===== src/rtl/mcu_run_controller.sv =====
// Run controller: sequences core reset, counts run cycles and detects
// end of program (tohost write, PC stall, or cycle-budget timeout).
module mcu_run_controller #(
    parameter int ADDR_W      = 32,
    parameter int DATA_W      = 32,
    parameter int RST_CYCLES  = 2,
    parameter int MAX_CYCLES  = 1024,
    parameter int STALL_LIMIT = 4,
    parameter int CNT_W       = 16,
    parameter logic [ADDR_W-1:0] TOHOST_ADDR = 32'h0000_0FFC
) (
    input  logic              clk,
    input  logic              rst,
    input  logic              start,
    input  logic [ADDR_W-1:0] pc_in,
    input  logic              mem_we,
    input  logic [ADDR_W-1:0] mem_addr,
    input  logic [DATA_W-1:0] mem_wdata,
    output logic              core_rst,
    output logic              busy,
    output logic              done,
    output logic              pass,
    output logic              halted,
    output logic              timeout,
    output logic [DATA_W-1:0] result,
    output logic [CNT_W-1:0]  cycle_count
);

    localparam int RC_W = $clog2(RST_CYCLES + 1);
    localparam int SC_W = $clog2(STALL_LIMIT + 1);

    typedef enum logic [1:0] {
        S_IDLE,
        S_RESET,
        S_RUN,
        S_DONE
    } state_t;

    state_t state, state_n;

    logic              core_rst_n, busy_n, done_n;
    logic              pass_n, halted_n, timeout_n;
    logic [DATA_W-1:0] result_n;
    logic [CNT_W-1:0]  cycle_count_n;
    logic [RC_W-1:0]   rst_cnt, rst_cnt_n;
    logic [SC_W-1:0]   stall_cnt, stall_cnt_n;
    logic [ADDR_W-1:0] prev_pc, prev_pc_n;
    logic              pc_valid, pc_valid_n;

    logic [CNT_W-1:0]  cnt_inc;
    logic [SC_W-1:0]   stall_next;
    logic              tohost_hit;

    assign cnt_inc    = cycle_count + CNT_W'(1);
    assign tohost_hit = mem_we && (mem_addr == TOHOST_ADDR);
    // prev_pc is meaningless on the first RUN cycle, so no compare then
    assign stall_next = (pc_valid && pc_in == prev_pc)
                      ? stall_cnt + SC_W'(1) : '0;

    always_ff @(posedge clk) begin
        if (!rst) begin
            state       <= S_IDLE;
            core_rst    <= 1'b1;
            busy        <= 1'b0;
            done        <= 1'b0;
            pass        <= 1'b0;
            halted      <= 1'b0;
            timeout     <= 1'b0;
            result      <= '0;
            cycle_count <= '0;
            rst_cnt     <= '0;
            stall_cnt   <= '0;
            prev_pc     <= '0;
            pc_valid    <= 1'b0;
        end else begin
            state       <= state_n;
            core_rst    <= core_rst_n;
            busy        <= busy_n;
            done        <= done_n;
            pass        <= pass_n;
            halted      <= halted_n;
            timeout     <= timeout_n;
            result      <= result_n;
            cycle_count <= cycle_count_n;
            rst_cnt     <= rst_cnt_n;
            stall_cnt   <= stall_cnt_n;
            prev_pc     <= prev_pc_n;
            pc_valid    <= pc_valid_n;
        end
    end

    always_comb begin
        state_n       = state;
        core_rst_n    = core_rst;
        busy_n        = busy;
        done_n        = done;
        pass_n        = pass;
        halted_n      = halted;
        timeout_n     = timeout;
        result_n      = result;
        cycle_count_n = cycle_count;
        rst_cnt_n     = rst_cnt;
        stall_cnt_n   = stall_cnt;
        prev_pc_n     = prev_pc;
        pc_valid_n    = pc_valid;

        unique case (state)
            S_IDLE, S_DONE: begin
                if (start) begin
                    state_n       = S_RESET;
                    core_rst_n    = 1'b1;
                    busy_n        = 1'b1;
                    done_n        = 1'b0;
                    pass_n        = 1'b0;
                    halted_n      = 1'b0;
                    timeout_n     = 1'b0;
                    result_n      = '0;
                    cycle_count_n = '0;
                    rst_cnt_n     = '0;
                    stall_cnt_n   = '0;
                    pc_valid_n    = 1'b0;
                end
            end
            S_RESET: begin
                if (rst_cnt == RC_W'(RST_CYCLES - 1)) begin
                    state_n    = S_RUN;
                    core_rst_n = 1'b0;
                end else begin
                    rst_cnt_n = rst_cnt + RC_W'(1);
                end
            end
            S_RUN: begin
                cycle_count_n = cnt_inc;
                prev_pc_n     = pc_in;
                pc_valid_n    = 1'b1;
                stall_cnt_n   = stall_next;
                if (tohost_hit) begin
                    result_n = mem_wdata;
                    pass_n   = (mem_wdata == DATA_W'(1));
                    state_n  = S_DONE;
                end else if (stall_next == SC_W'(STALL_LIMIT)) begin
                    halted_n = 1'b1;
                    pass_n   = 1'b0;
                    state_n  = S_DONE;
                end else if (cnt_inc == CNT_W'(MAX_CYCLES)) begin
                    timeout_n = 1'b1;
                    pass_n    = 1'b0;
                    state_n   = S_DONE;
                end
                if (state_n == S_DONE) begin
                    done_n     = 1'b1;
                    busy_n     = 1'b0;
                    core_rst_n = 1'b1;
                end
            end
            default: state_n = S_IDLE;
        endcase
    end

endmodule


===== config.mk =====
export PLATFORM = sky130hd
export DESIGN_NAME = mcu_run_controller
export DESIGN_NICKNAME = d
export VERILOG_FILES = /design/src/rtl/mcu_run_controller.sv
export SDC_FILE = /design/constraint.sdc
export NUM_CORES = 1
export LEC_CHECK = 0
export ABC_AREA = 1
export ABC_CLOCK_PERIOD_IN_PS = 4900
export BUFFER_PORTS_ARGS = -buffer_cell sky130_fd_sc_hd__clkbuf_2
export CAP_MARGIN = 25
export CORE_MARGIN = 8
export CORE_UTILIZATION = 56
export DETAILED_ROUTE_END_ITERATION = 6
export PLACE_DENSITY = 0.86
export SLEW_MARGIN = 20
export SYNTH_ARGS = -nofsm -noshare
export SYNTH_HDL_FRONTEND = slang
export SYNTH_SLANG_ARGS = --single-unit

===== constraint.sdc =====
create_clock -name clk -period 4.9 [get_ports clk]
set_clock_uncertainty 0.2 [all_clocks]
set_input_delay 0.98 -clock clk [delete_from_list [all_inputs] [get_ports clk]]
set_output_delay 0.98 -clock clk [all_outputs]
set_load 0.02 [all_outputs]

* Word level (Yosys, flattened, before mapping)
Cells that the tools add are included.
** Operators by class
- Add/subtract/negate cells :: 3
- Equality and inequality tests :: 20
- Mux-type cells :: 38
- Reduce and logical (&&, ||, !) cells :: 15
** Operators by type and width (number)
- two-way mux 32 bit :: 2
- one-hot mux 32 bit (2 select lines) :: 1
- == test 32 x 1 -> 1 bit (second input constant) :: 1
- == test 32 x 12 -> 1 bit (second input constant) :: 1
- == test 32 bit :: 1
- one-hot mux 16 bit (2 select lines) :: 1
- inequality test 2 bit (second input constant) :: 9
- adder 16 x 1 -> 16 bit (second input constant) :: 1
- == test 16 x 11 -> 1 bit (second input constant) :: 1
- two-way mux 16 bit :: 1
- two-way mux 2 bit :: 8
- AND reduction 3 bit :: 5
- two-way mux 1 bit :: 13
- one-hot mux 1 bit (2 select lines) :: 6
- == test 2 bit (second input constant) :: 3
- two-way mux 3 bit :: 2
- one-hot mux 2 bit (3 select lines) :: 1
- one-hot mux 3 bit (2 select lines) :: 1
- AND reduction 5 bit :: 1
- == test 2 x 1 -> 1 bit (second input constant) :: 2
- inequality test 4 bit (second input constant) :: 1
- one-hot mux 2 bit (2 select lines) :: 1
- AND reduction 2 bit :: 2
- AND reduction 4 bit :: 1
- 8 further kinds :: 10
** Storage, ports and cells
- Bits in registers :: 94
- Input bits :: 100
- Output and inout bits :: 54
- Word-level logic and storage cells :: 89

* Longest topological paths before layout
- Word-level depth :: 10
- Gate-level depth with buffers :: 14
- Mapped depth without buffers :: 14

* Least setup slack after synthesis
No wires, ideal clock.
- Path kind :: input to register
- Start :: input port mem_addr[15]
- End :: register result[24]
- Setup time :: 0.134 ns
- Arrival time :: 2.169 ns
- Data required time :: 4.566 ns
- Path slack :: 2.397 ns
- Stages :: 10
- Cell sequence :: or2_1 -> nor4_1 -> nand3b_1 -> nor2_4 -> nor2_2 -> nor2_1 -> inv_2 -> buf_6 -> nand2_1 -> a21oi_1
** Between the ends
- Word-level cells in the longest chain between the ends :: 4
** RTL lines
- start, declared :: RTL line 17 : input logic [ADDR_W-1:0] mem_addr,
- == test 32 x 12 -> 1 bit :: RTL line 55 : assign tohost_hit = mem_we && (mem_addr == TOHOST_ADDR);
- logical AND 1 bit :: RTL line 55
- inequality test 2 bit (no source line)
- AND reduction 3 bit (no source line)
- end signal, assigned :: RTL line 83 : result <= result_n;
- end, declared :: RTL line 25 : output logic [DATA_W-1:0] result,
No other way between the ends.
A chain may end at the register's enable or synchronous reset.

* Worst setup path in the final report
- Start :: input port rst
- End :: register result[22]
** RTL lines
- start, declared :: RTL line 13 : input logic rst,
No word-level cell between the ends.

==> qor.csv <==
metric,value,unit
wl_per_cell,13.7,um
period_share,0.561,
cts_setup_buffers,0,
maxCapViolCount,0,
slew_viol_final,0,
syn_inst,752,
ant_nets,0,
netlist_area,0.00496,mm2
syn2layout_area_growth,20.1,%
vias_per_cell,5.23,
rsz0062_at_grt,false,
core_area,0.00868,mm2
grtUsageTotal,0.225,
insertion_delay,0.37,ns
setup_slack,2.15,ns
async_reset_ff_frac,0,
cts.repair.resized,0,
synth_nets,857,
cts_tree,yes,
leakage,2.70,nW
finalHoldViolCount,0,
portBuffers,153,
use_met3,0.0384,
relSlewSlack,0.349,
ys_seq_area_frac,0.379,
worstSetupPathType,primary input to flip-flop,
timing.fmax,0.363,GHz
hold_ws,0.268,ns
setup_tns,0,ns
tightest_slew,0.976,ns
die_h,110,um
required,4.95,ns
min_period,2.75,ns
grt_overflow_total,0,
critPathMaxFanout,38,
synth_warnings,0,
postCtsHoldBufs,0,
ys_ff_latch,94,
root_buffer,clkbuf_8,
drc,0,
start_util,0.572,
grt_pass1_wl,22200,um
synth-edff-count,0,
cts_made_buffers,9,
cp.arrival,2.80,ns
final_common_cell,nand2_1,
cp-end-kind,flip-flop,
postSynthAreaPerCell,6.60,um2
grt_max_degree,61,
path_clk_slew,0.09,ns
status,"complete, no violations",
crit_path_start_kind,primary input,
dieArea,0.0121,mm2
fin_cells,1004,
hold_path_class,flip-flop to flip-flop,
drive_gt1_frac,0.231,
firstDrtPassIters,5,
final_cell_mix,"196 x nand2_1, 153 x clkbuf_2, 94 x dfxtp_1, 83 x a21oi_1, 80 x inv_1",
pre_cts_ws,1.78,ns
insertedDiodeCount,0,
fin_util,0.687,
top_usage_layer,met2,
first_iter_violations,338,
grt_pass1_vias,4863,
n_fill_cell,795,
htree_levels,3,
gp_congestion,0.928,
synthFlopType,dfxtp_1,
nNetsFinal,996,
wirelength,13700,um
dp_hpwl,10200,um
peakVddDrop,0.000178,V
pin_count,154,
yosysUniqueCellTypes,36,
die_w,110,um
num_rows,34,
antenna_found_initial,0,
cts_sinks,94,
powerDensity,366,mW/mm2
clk_path_buf_depth,2,
grtUsageMet1,0.296,
place_inst,988,
vias,5254,
use_met2,0.363,
setup_viol,0,
[area by class of cell]
type	instances	area (um2)	share of cell area
inverter	82	308	0.0516
timing repair buffer	158	803	0.135
multi-input combinational	546	2640	0.443
clock buffer	12	165	0.0277
clock inverter	4	28.8	0.00483
sequential	94	1880	0.316
tap	108	135	0.0227
[synthesized netlist by cell type, drive strengths merged, types with 6 or more instances]
cell type | instances | area share
nor4 | 8 | 0.010
nand4 | 15 | 0.020
xnor2 | 6 | 0.011
nor3 | 10 | 0.012
o21ai | 38 | 0.038
nor2 | 90 | 0.079
dfxtp | 94 | 0.38
nand3 | 59 | 0.064
buf | 11 | 0.014
inv | 81 | 0.061
clkbuf | 19 | 0.014
nand3b | 7 | 0.011
nand2 | 205 | 0.16
a21oi | 84 | 0.085
[worst max-delay path, cell delays in order]
cell      delay [ns]
clkbuf_2        0.40
inv_1           0.88
buf_4           0.45
a21oi_1         0.08
[path summary, 6_finish.rpt]
check	from	endpoint	slack [ns]	depth (start not counted)
worst max register to register	state[0]$_SDFFE_PN0P_	result[22]$_SDFFE_PN0P_	2.21	11
worst max-delay path	rst	result[22]$_SDFFE_PN0P_	2.15	4
worst min-delay path	result[12]$_SDFFE_PN0P_	result[12]$_SDFFE_PN0P_	0.27	2
worst min register to register	result[12]$_SDFFE_PN0P_	result[12]$_SDFFE_PN0P_	0.27	2
[per-layer routing]
layer	part of all wire	vias to the layer above
met5	0	-
met4	0.014	0
met3	0.073	16
met2	0.46	206
met1	0.45	2327
li1	-	2705
[state kept, by name, indices dropped and copies added, names as in the netlist]
register,cells
pass,1
result,32
busy,1
stall_cnt,3
prev_pc,32
pc_valid,1
state,2
done,1
halted,1
rst_cnt,2
timeout,1
cycle_count,16
core_rst,1
[report_power, final]
part / leakage (nW) / internal, mW / switching (mW)
Clock: 0.0950 / 0.227 / 0.282
Sequential: 0.763 / 0.883 / 0.0839
Combinational: 1.84 / 0.237 / 0.467
Total: 2.70 / 1.35 / 0.834
[cell families (layout without fill, tap and decap cells)]
logic type,after synthesis,count (layout),share of synthesized area
xor+xnor,10,10,0.0176
compound gates,126,126,0.130
fa+ha+maj,5,5,0.0126
flops,94,94,0.379
simple gates,405,405,0.370
buf+inv,112,256,0.0907
[stage by stage]
stage | total power [mW] | cell area [um2]
floorplan | 1.50 | 4960
global placement | 1.67 | 5770
detailed placement | 1.68 | 5770
CTS | 2.18 | 5960
global route | 2.33 | 5960
finish | 2.18 | 5960
No activity file was read; power rests on OpenSTA's default activity.
